[src/rtl/counter_access_arbiter_if.sv]
// Bus bundle between the user_project top level and the counter access arbiter:
// Wishbone slave, logic-analyzer write path and counter datapath hooks.
interface counter_access_arbiter_if #(
   parameter int unsigned BITS = 30
);
   logic            wbs_cyc_i;
   logic            wbs_stb_i;
   logic            wbs_we_i;
   logic [3:0]      wbs_sel_i;
   logic [31:0]     wbs_adr_i;
   logic [31:0]     wbs_dat_i;
   logic            wbs_ack_o;
   logic [31:0]     wbs_dat_o;
   logic            la_req_i;
   logic [BITS-1:0] la_mask_i;
   logic [BITS-1:0] la_data_i;
   logic            la_gnt_o;
   logic [BITS-1:0] cnt_i;
   logic            cnt_wr_o;
   logic [BITS-1:0] cnt_wr_mask_o;
   logic [BITS-1:0] cnt_wr_data_o;
   logic            cnt_hold_o;
   logic            busy_o;

   modport slave (
      input  wbs_cyc_i, wbs_stb_i, wbs_we_i, wbs_sel_i, wbs_adr_i, wbs_dat_i,
      input  la_req_i, la_mask_i, la_data_i, cnt_i,
      output wbs_ack_o, wbs_dat_o, la_gnt_o,
      output cnt_wr_o, cnt_wr_mask_o, cnt_wr_data_o, cnt_hold_o, busy_o
   );

   modport master (
      output wbs_cyc_i, wbs_stb_i, wbs_we_i, wbs_sel_i, wbs_adr_i, wbs_dat_i,
      output la_req_i, la_mask_i, la_data_i, cnt_i,
      input  wbs_ack_o, wbs_dat_o, la_gnt_o,
      input  cnt_wr_o, cnt_wr_mask_o, cnt_wr_data_o, cnt_hold_o, busy_o
   );
endinterface

[src/rtl/counter_access_arbiter.sv]
// Shares the counter's single write port and read path between Wishbone and the
// logic-analyzer write path; one access at a time, counting frozen while busy.
module counter_access_arbiter #(
   parameter int unsigned BITS        = 30,
   parameter logic [31:0] COUNT_ADDR  = 32'h3000_0000,
   parameter int unsigned WAIT_STATES = 0
) (
   input logic                     wb_clk_i,
   input logic                     wb_rst_n_i,
   counter_access_arbiter_if.slave bus
);
   localparam logic [2:0] IDLE    = 3'd0;
   localparam logic [2:0] WB_WAIT = 3'd1;
   localparam logic [2:0] WB_XFER = 3'd2;
   localparam logic [2:0] WB_ACK  = 3'd3;
   localparam logic [2:0] LA_XFER = 3'd4;

   localparam logic GRANT_WB = 1'b0;
   localparam logic GRANT_LA = 1'b1;

   logic [2:0]      state;
   logic            last_grant;
   logic [2:0]      wait_cnt;
   logic            cap_we;
   logic            cap_hit;
   logic [3:0]      cap_sel;
   logic [BITS-1:0] cap_dat;
   logic [BITS-1:0] la_mask_q;
   logic [BITS-1:0] la_data_q;
   logic            ack_q;
   logic [31:0]     rdata_q;

   logic            wb_req;
   logic            addr_hit;
   logic            grant_wb;
   logic            grant_la;
   logic [BITS-1:0] wb_mask;

   assign wb_req   = bus.wbs_cyc_i & bus.wbs_stb_i;
   assign addr_hit = (bus.wbs_adr_i == COUNT_ADDR);

   // On a tie the requester that did not win last time goes first.
   assign grant_wb = wb_req & (~bus.la_req_i | (last_grant == GRANT_LA));
   assign grant_la = bus.la_req_i & ~grant_wb;

   for (genvar i = 0; i < BITS; i++) begin : g_sel_mask
      assign wb_mask[i] = cap_sel[i / 8];
   end

   always_ff @(posedge wb_clk_i or negedge wb_rst_n_i) begin
      if (!wb_rst_n_i) begin
         state      <= IDLE;
         last_grant <= GRANT_LA;
         wait_cnt   <= '0;
         cap_we     <= 1'b0;
         cap_hit    <= 1'b0;
         cap_sel    <= '0;
         cap_dat    <= '0;
         la_mask_q  <= '0;
         la_data_q  <= '0;
         ack_q      <= 1'b0;
         rdata_q    <= '0;
      end else begin
         // NOTE: non-blocking throughout so every register sees pre-edge values.
         ack_q <= 1'b0;
         case (state)
            IDLE: begin
               if (grant_wb) begin
                  last_grant <= GRANT_WB;
                  cap_we     <= bus.wbs_we_i;
                  cap_hit    <= addr_hit;
                  cap_sel    <= bus.wbs_sel_i;
                  cap_dat    <= bus.wbs_dat_i[BITS-1:0];
                  if (WAIT_STATES > 0) begin
                     state    <= WB_WAIT;
                     wait_cnt <= 3'(WAIT_STATES);
                  end else begin
                     state <= WB_XFER;
                  end
               end else if (grant_la) begin
                  last_grant <= GRANT_LA;
                  la_mask_q  <= bus.la_mask_i;
                  la_data_q  <= bus.la_data_i;
                  state      <= LA_XFER;
               end
            end
            WB_WAIT: begin
               if (!bus.wbs_cyc_i) begin
                  state    <= IDLE;
                  wait_cnt <= '0;
               end else if (wait_cnt == 3'd1) begin
                  state    <= WB_XFER;
                  wait_cnt <= '0;
               end else begin
                  wait_cnt <= wait_cnt - 3'd1;
               end
            end
            WB_XFER: begin
               state <= WB_ACK;
               ack_q <= 1'b1;
               if (!cap_we) rdata_q <= cap_hit ? 32'(bus.cnt_i) : 32'h0;
            end
            WB_ACK:  state <= IDLE;
            LA_XFER: state <= IDLE;
            default: state <= IDLE;
         endcase
      end
   end

   always_comb begin
      // NOTE: defaults first so no path leaves these undriven (no latches).
      bus.cnt_wr_o      = 1'b0;
      bus.cnt_wr_mask_o = '0;
      bus.cnt_wr_data_o = '0;
      if (state == WB_XFER && cap_we && cap_hit) begin
         bus.cnt_wr_o      = 1'b1;
         bus.cnt_wr_mask_o = wb_mask;
         bus.cnt_wr_data_o = cap_dat;
      end else if (state == LA_XFER) begin
         bus.cnt_wr_o      = 1'b1;
         bus.cnt_wr_mask_o = la_mask_q;
         bus.cnt_wr_data_o = la_data_q;
      end
   end

   assign bus.wbs_ack_o  = ack_q;
   assign bus.wbs_dat_o  = rdata_q;
   assign bus.la_gnt_o   = (state == LA_XFER);
   assign bus.busy_o     = (state != IDLE);
   assign bus.cnt_hold_o = (state != IDLE);
endmodule

[src/flat_wrapper.sv]
// flat-port wrapper written by rule: the top's interface ports become plain ports
module counter_access_arbiter_flat 
#(
   parameter int unsigned BITS        = 30,
   parameter logic [31:0] COUNT_ADDR  = 32'h3000_0000,
   parameter int unsigned WAIT_STATES = 0
)
  (wb_clk_i, wb_rst_n_i, bus_wbs_cyc_i, bus_wbs_stb_i, bus_wbs_we_i, bus_wbs_sel_i, bus_wbs_adr_i, bus_wbs_dat_i, bus_la_req_i, bus_la_mask_i, bus_la_data_i, bus_cnt_i, bus_wbs_ack_o, bus_wbs_dat_o, bus_la_gnt_o, bus_cnt_wr_o, bus_cnt_wr_mask_o, bus_cnt_wr_data_o, bus_cnt_hold_o, bus_busy_o);
  counter_access_arbiter_if #(.BITS(BITS)) bus_i ();
  input logic wb_clk_i;
  input logic wb_rst_n_i;
  input wire logic [$bits(bus_i.wbs_cyc_i)-1:0] bus_wbs_cyc_i;
  input wire logic [$bits(bus_i.wbs_stb_i)-1:0] bus_wbs_stb_i;
  input wire logic [$bits(bus_i.wbs_we_i)-1:0] bus_wbs_we_i;
  input wire logic [$bits(bus_i.wbs_sel_i)-1:0] bus_wbs_sel_i;
  input wire logic [$bits(bus_i.wbs_adr_i)-1:0] bus_wbs_adr_i;
  input wire logic [$bits(bus_i.wbs_dat_i)-1:0] bus_wbs_dat_i;
  input wire logic [$bits(bus_i.la_req_i)-1:0] bus_la_req_i;
  input wire logic [$bits(bus_i.la_mask_i)-1:0] bus_la_mask_i;
  input wire logic [$bits(bus_i.la_data_i)-1:0] bus_la_data_i;
  input wire logic [$bits(bus_i.cnt_i)-1:0] bus_cnt_i;
  output wire logic [$bits(bus_i.wbs_ack_o)-1:0] bus_wbs_ack_o;
  output wire logic [$bits(bus_i.wbs_dat_o)-1:0] bus_wbs_dat_o;
  output wire logic [$bits(bus_i.la_gnt_o)-1:0] bus_la_gnt_o;
  output wire logic [$bits(bus_i.cnt_wr_o)-1:0] bus_cnt_wr_o;
  output wire logic [$bits(bus_i.cnt_wr_mask_o)-1:0] bus_cnt_wr_mask_o;
  output wire logic [$bits(bus_i.cnt_wr_data_o)-1:0] bus_cnt_wr_data_o;
  output wire logic [$bits(bus_i.cnt_hold_o)-1:0] bus_cnt_hold_o;
  output wire logic [$bits(bus_i.busy_o)-1:0] bus_busy_o;
  assign bus_i.wbs_cyc_i = bus_wbs_cyc_i;
  assign bus_i.wbs_stb_i = bus_wbs_stb_i;
  assign bus_i.wbs_we_i = bus_wbs_we_i;
  assign bus_i.wbs_sel_i = bus_wbs_sel_i;
  assign bus_i.wbs_adr_i = bus_wbs_adr_i;
  assign bus_i.wbs_dat_i = bus_wbs_dat_i;
  assign bus_i.la_req_i = bus_la_req_i;
  assign bus_i.la_mask_i = bus_la_mask_i;
  assign bus_i.la_data_i = bus_la_data_i;
  assign bus_i.cnt_i = bus_cnt_i;
  assign bus_wbs_ack_o = bus_i.wbs_ack_o;
  assign bus_wbs_dat_o = bus_i.wbs_dat_o;
  assign bus_la_gnt_o = bus_i.la_gnt_o;
  assign bus_cnt_wr_o = bus_i.cnt_wr_o;
  assign bus_cnt_wr_mask_o = bus_i.cnt_wr_mask_o;
  assign bus_cnt_wr_data_o = bus_i.cnt_wr_data_o;
  assign bus_cnt_hold_o = bus_i.cnt_hold_o;
  assign bus_busy_o = bus_i.busy_o;
  counter_access_arbiter #(.BITS(BITS), .COUNT_ADDR(COUNT_ADDR), .WAIT_STATES(WAIT_STATES)) u_core (.wb_clk_i(wb_clk_i), .wb_rst_n_i(wb_rst_n_i), .bus(bus_i));
endmodule
[config.mk]
export PLATFORM = sky130hd
export DESIGN_NAME = counter_access_arbiter_flat
export DESIGN_NICKNAME = d
export VERILOG_FILES = /design/src/rtl/counter_access_arbiter_if.sv /design/src/rtl/counter_access_arbiter.sv /design/src/flat_wrapper.sv
export SDC_FILE = /design/constraint.sdc
export NUM_CORES = 1
export LEC_CHECK = 0
export CAP_MARGIN = 5
export CORE_ASPECT_RATIO = 0.5
export CORE_MARGIN = 2
export CORE_UTILIZATION = 35
export CTS_CLUSTER_DIAMETER = 60
export DETAILED_ROUTE_END_ITERATION = 10
export GPL_TIMING_DRIVEN = 0
export PLACE_DENSITY = 0.67
export SLEW_MARGIN = 20
export SYNTH_ARGS = -nofsm -noshare
export SYNTH_HDL_FRONTEND = slang
export SYNTH_SLANG_ARGS = --single-unit
export TNS_END_PERCENT = 20
[constraint.sdc]
create_clock -name wb_clk_i -period 2.6 [get_ports wb_clk_i]
set_clock_uncertainty 0.05 [all_clocks]
set_input_delay 0.52 -clock wb_clk_i [delete_from_list [all_inputs] [get_ports wb_clk_i]]
set_output_delay 0.52 -clock wb_clk_i [all_outputs]
set_load 0.01 [all_outputs]
After elaboration in Yosys (flattened, before gate mapping):

Index checks and enable logic that the tools add are counted.

* add/sub/neg operators: 1
* eq/ne operators: 7
* muxes and demuxes: 17
* bitwise operators: 7
* reduce and logical (&&, ||, !) cells: 10

Operators by type and width (number)
* 2-to-1 mux 30 bit: 5
* equality test 32 x 30 -> 1 bit (second input constant): 1
* 2-to-1 mux 3 bit: 6
* case mux 3 bit (3 select lines): 1
* AND reduction 2 bit: 4
* equality test 3 x 1 -> 1 bit (second input constant): 2
* 2-to-1 mux 1 bit: 5
* AND 1 bit: 3
* equality test 3 x 2 -> 1 bit (second input constant): 1
* equality test 3 bit (second input constant): 1
* zero test 3 bit: 1
* inequality test 3 x 1 -> 1 bit (second input constant): 1
* inequality test 3 x 2 -> 1 bit (second input constant): 1
* inverter 1 bit: 3
* AND reduction 3 bit: 1
* nonzero test 3 bit: 1
* subtractor 3 x 1 -> 3 bit (second input constant): 1
* logical AND 1 bit: 2
* nonzero test 2 bit: 1
* OR 1 bit: 1

* flip-flop bits (word level): 136
* bits of input ports: 164
* output and inout port bits: 97
* word-level logic and storage cells: 53

Logic depth before layout (Yosys ltp):

* word-level depth: 8
* depth in mapped cells: 7
* mapped depth without buffers: 5

Worst setup path before layout:

Ideal clock, no wire load.

* kind: flip-flop to output port
* start point: register u_core.state[1]
* end point: output bus_cnt_wr_data_o[20]
* arrival: 1.523 ns
* data required time: 2.030 ns
* setup slack: 0.507 ns
* stages on the path, launching flop included: 4
* path buffers: 1
* cell sequence: dfrtp_1 -> nor3b_1 -> clkbuf_1 -> a22o_1

* elaborated cells on any way between the ends: 6
* those cells by class: 2 x eq/ne; 2 x mux; 2 x reduce/logical

RTL lines
* from (decl): line counter_access_arbiter.sv:21 `logic [2:0] state;`
* from (signal assigned): line counter_access_arbiter.sv:52 `state <= IDLE;`
* from (signal assigned): line counter_access_arbiter.sv:75 `state <= WB_WAIT;`
* from (signal assigned): line counter_access_arbiter.sv:78 `state <= WB_XFER;`
* equality test 3 bit
* named net bus_la_gnt_o: line flat_wrapper.sv:24 `output wire logic [$bits(bus_i.la_gnt_o)-1:0] bus_la_gnt_o;`
* 2-to-1 mux 30 bit: line counter_access_arbiter.sv:119 `end else if (state == LA_XFER) begin`
* 2-to-1 mux 30 bit: line counter_access_arbiter.sv:115 `if (state == WB_XFER && cap_we && cap_hit) begin`
* to (decl): line flat_wrapper.sv:27 `output wire logic [$bits(bus_i.cnt_wr_data_o)-1:0] bus_cnt_wr_data_o;`

The timed path passes the listed nets, and every way through them passes these cells.

Worst setup path after layout:

* start point: register u_core.state[0]
* end point: output bus_cnt_wr_mask_o[3]

* longest elaborated chain between the ends: 4
* elaborated cells on any way between the ends: 6
* those cells by class: 2 x eq/ne; 2 x mux; 2 x reduce/logical

RTL lines
* equality test 3 x 2 -> 1 bit: line counter_access_arbiter.sv:115
* logical AND 1 bit (2 in series): line counter_access_arbiter.sv:115
* 2-to-1 mux 30 bit *: line counter_access_arbiter.sv:115
* to (decl): line flat_wrapper.sv:26 `output wire logic [$bits(bus_i.cnt_wr_mask_o)-1:0] bus_cnt_wr_mask_o;`

Every way passes the cells marked *; elsewhere a longest branch is shown, timed or not.

==> results.toml <==
[status]
outcome = "finished, final reports clean"

[power_and_ir_drop]
seqPwrFrac_pct = 39.1
switching_share_pct = 29.3
p_comb_share_pct = 31.4
p_leak_uw = 0.00399
power_density_mw_per_mm2 = 927
clock_power_share_pct = 29.5
cellInternalPower_uw = 6130
finalPower_uw = 8660
peakVddDrop_mv = 0.600
p_sw_uw = 2530

[setup_path]
arrival_ps = 1980
critical_path_class = "register to output port"
worstSetupEndpointType = "output port"
crit_path_start_kind = "register"
rr_worst_depth = 7
cp_max_fo = 10
worstPathRequired_ps = 2030

[sta]
period_share_pct = 98.2
final_hold_viol_count = 0
slew_headroom_pct = 59.1
setup_violations = 0
setup-tns-final_ps = 0
worstMarginPinSlew_ps = 614
rsz0062_at_grt = "true"
timing.final.ws_setup_ps = 46.5
period_needed_ps = 2550
maxSlewViolCount = 0
fmax_mhz = 392

[synthesis]
yosysSeqAreaShare_pct = 57.6
synth_cell_types = 36
avgSynthCellArea_um2 = 12.5
yosysWarnings = 0
synth.area.top_cells = "dfrtp_1 (57%), mux2_2 (17%), a22o_1 (9.2%), nand2_1 (4.2%), o21ai_0 (2.7%)"
ys_ff_latch = 134
synth_flop_cell = "dfrtp_1"
yosys.area.top_type = "dfrtp_1"
syn_area_mm2 = 0.00582
ys_async_sr_fraction_pct = 100
synth_cells = 466
synth-edff-count = 0
yosys.area.top_type_share_pct = 57.2

[detailed_routing]
drc = 0
first_pass_iters = 4
vias = 4728
totalWireLength_um = 17100
wl_per_cell_um = 17.3
viasPerCell = 4.78
drt_iter0_drc = 205
ant_nets = 0

[final_layout]
nets = 916
finalNonFillerCells = 989
drive_gt1_share_pct = 27.8
design_area_mm2 = 0.00934
antenna_cells = 0
syn_to_final_growth_pct = 60.4

[run]
cap_violations = 0

[die]
start_util_pct = 35.7
row_count = 33
pin_count = 261
fp.dieH_um = 95.2
dieWidth_um = 186
dieArea_mm2 = 0.0177
core-area_mm2 = 0.0163

[clock_network]
cts_tree = "yes"
cts_buffers = 17
htreeDepth = 4
clock_latency_ps = 410
cts_root_buf = "clkbuf_16"
clock_path_buffers = 2
cts.sink_count = 134
cts.clk_slew.worst_paths_ps = 60

[placement]
io_buffers = 256
place_area_mm2 = 0.00871
dp_hpwl_um = 12200
dp_cells = 951
place_ws_ps = -510
routabilityCongestion = 0.744

[worst_hold_path]
hold_path.class = "input pin to asynchronous set/reset pin"

[global_routing]
grt_pass1_wl_um = 26600
overflow = 0
grt_pass1_vias = 4895
grt_max_degree = 77
antenna_found_initial = 0
gr-usage-all-layers_pct = 19.4
state kept, by name, indices dropped and copies added, names as in the netlist:
signal and cells:
u_core.cap_dat 30, u_core.la_mask_q 30, u_core.cap_sel 4, u_core.state 3, u_core.wait_cnt 3, u_core.la_data_q 30
u_core.bus.wbs_dat_o 30, u_core.bus.wbs_ack_o 1, u_core.cap_hit 1, u_core.last_grant 1, u_core.cap_we 1
cells in the mapped netlist, types with 2 or more instances:
library cell	n
dfrtp_1	133
mux2_2	89
nand2_1	65
a22o_1	61
o21ai_0	31
clkbuf_1	29
mux2_1	6
nor4_1	6
inv_1	5
buf_1	3
buf_4	3
buf_6	3
ha_1	2
nand4_1	2
nor4b_1	2
o21ai_1	2
o31ai_1	2
or2_2	2
or3_1	2
or3b_2	2
placed cells by master (no fill, tap or decap), types with 4 or more instances in the layout:
| cell type | Yosys | layout |
|---|---|---|
| buf_2 | 1 | 15 |
| clkdlybuf4s15_2 | 0 | 9 |
| nor4_1 | 6 | 6 |
| o21ai_0 | 31 | 31 |
| nand2_1 | 65 | 65 |
| clkdlybuf4s50_1 | 0 | 191 |
| clkbuf_2 | 0 | 28 |
| buf_4 | 3 | 14 |
| clkbuf_16 | 0 | 20 |
| mux2_2 | 89 | 89 |
| clkbuf_8 | 0 | 4 |
| clkbuf_1 | 29 | 17 |
| dfrtp_1 | 133 | 131 |
| clkdlybuf4s15_1 | 0 | 5 |
| a22o_1 | 61 | 61 |
| inv_1 | 5 | 4 |
| mux2_1 | 6 | 6 |
| dlygate4sd2_1 | 0 | 7 |
| bufinv_16 | 0 | 4 |
final timing paths:
kind                                     startpoint                  endpoint  slack (ps)
max                                 u_core.state[0]      bus_cnt_wr_mask_o[3]          50
min                                      wb_rst_n_i  u_core.bus.wbs_dat_o[12]          30
max reg2reg                         u_core.state[0]        u_core.cap_dat[17]         140
min reg2reg                u_core.bus.wbs_dat_o[18]  u_core.bus.wbs_dat_o[18]         430
max in group asynchronous                wb_rst_n_i         u_core.cap_dat[6]        1750
min in group wb_clk_i      u_core.bus.wbs_dat_o[18]  u_core.bus.wbs_dat_o[18]         430
metal layers:
| metal | vias up | global-route usage (%) | wire, um |
|---|---|---|---|
| met5 | - | 0 | 0 |
| met4 | 0 | 8.47 | 443 |
| met3 | 33 | 4.27 | 710 |
| met2 | 113 | 33.4 | 8600 |
| met1 | 2333 | 24.0 | 7390 |
| li1 | 2249 | - | - |
metrics by stage:
stage	util (%)	hold slack, ps
after floorplan	-	174
after global placement	53.2	412
after detailed placement	53.4	421
after CTS	58.5	60.1
after global routing	57.3	68.1
final	57.3	28.9
worst max-delay path: stages (launching register included):
cell and delay, ps:
dfrtp_2 420, buf_4 160, nor3b_4 230, buf_12 160, clkbuf_8 170, a22o_1 160
dlygate4sd2_1 270
final cells by class:
| class | count | area [um2] |
|---|---|---|
| fillers | 1370 | 6970 |
| flip-flops and latches | 134 | 3360 |
| repair buffers | 265 | 2470 |
| multi-input cells | 289 | 2290 |
| clock buffers | 19 | 443 |
| plain buffers | 38 | 302 |
| well taps | 227 | 284 |
| clock inverters | 12 | 176 |
| inverters | 5 | 18.8 |
power by group through the flow:
stage                     Combinational, uW  Clock [uW]  Sequential (uW)
after CTS                              2810        2610             3370
final                                  2720        2550             3390
after floorplan                        1690           0             3290
after global routing                   2960        2700             3490
after detailed placement               2810           0             3400
after global placement                 2750           0             3360
cells by family (layout without fill, tap and decap cells):
group	Yosys count	in the layout	synth area share, %
other	1	2	0.0644
buffers and inverters	44	339	3.44
AND/OR/NAND/NOR	91	91	7.48
AO/OA/AOI/OAI	99	99	12.6
multiplexers	95	95	18.4
adder cells (fa/ha/maj)	2	2	0.430
flip-flops	134	134	57.6
timing repair:
action,CTS,global route
hold buffers,0,0
cloned,1,0
setup buffers,7,0
pin swaps,1,1
resized for setup,176,61
endpoints found under the setup margin,62,57
No activity file was read; power rests on OpenSTA's default activity.
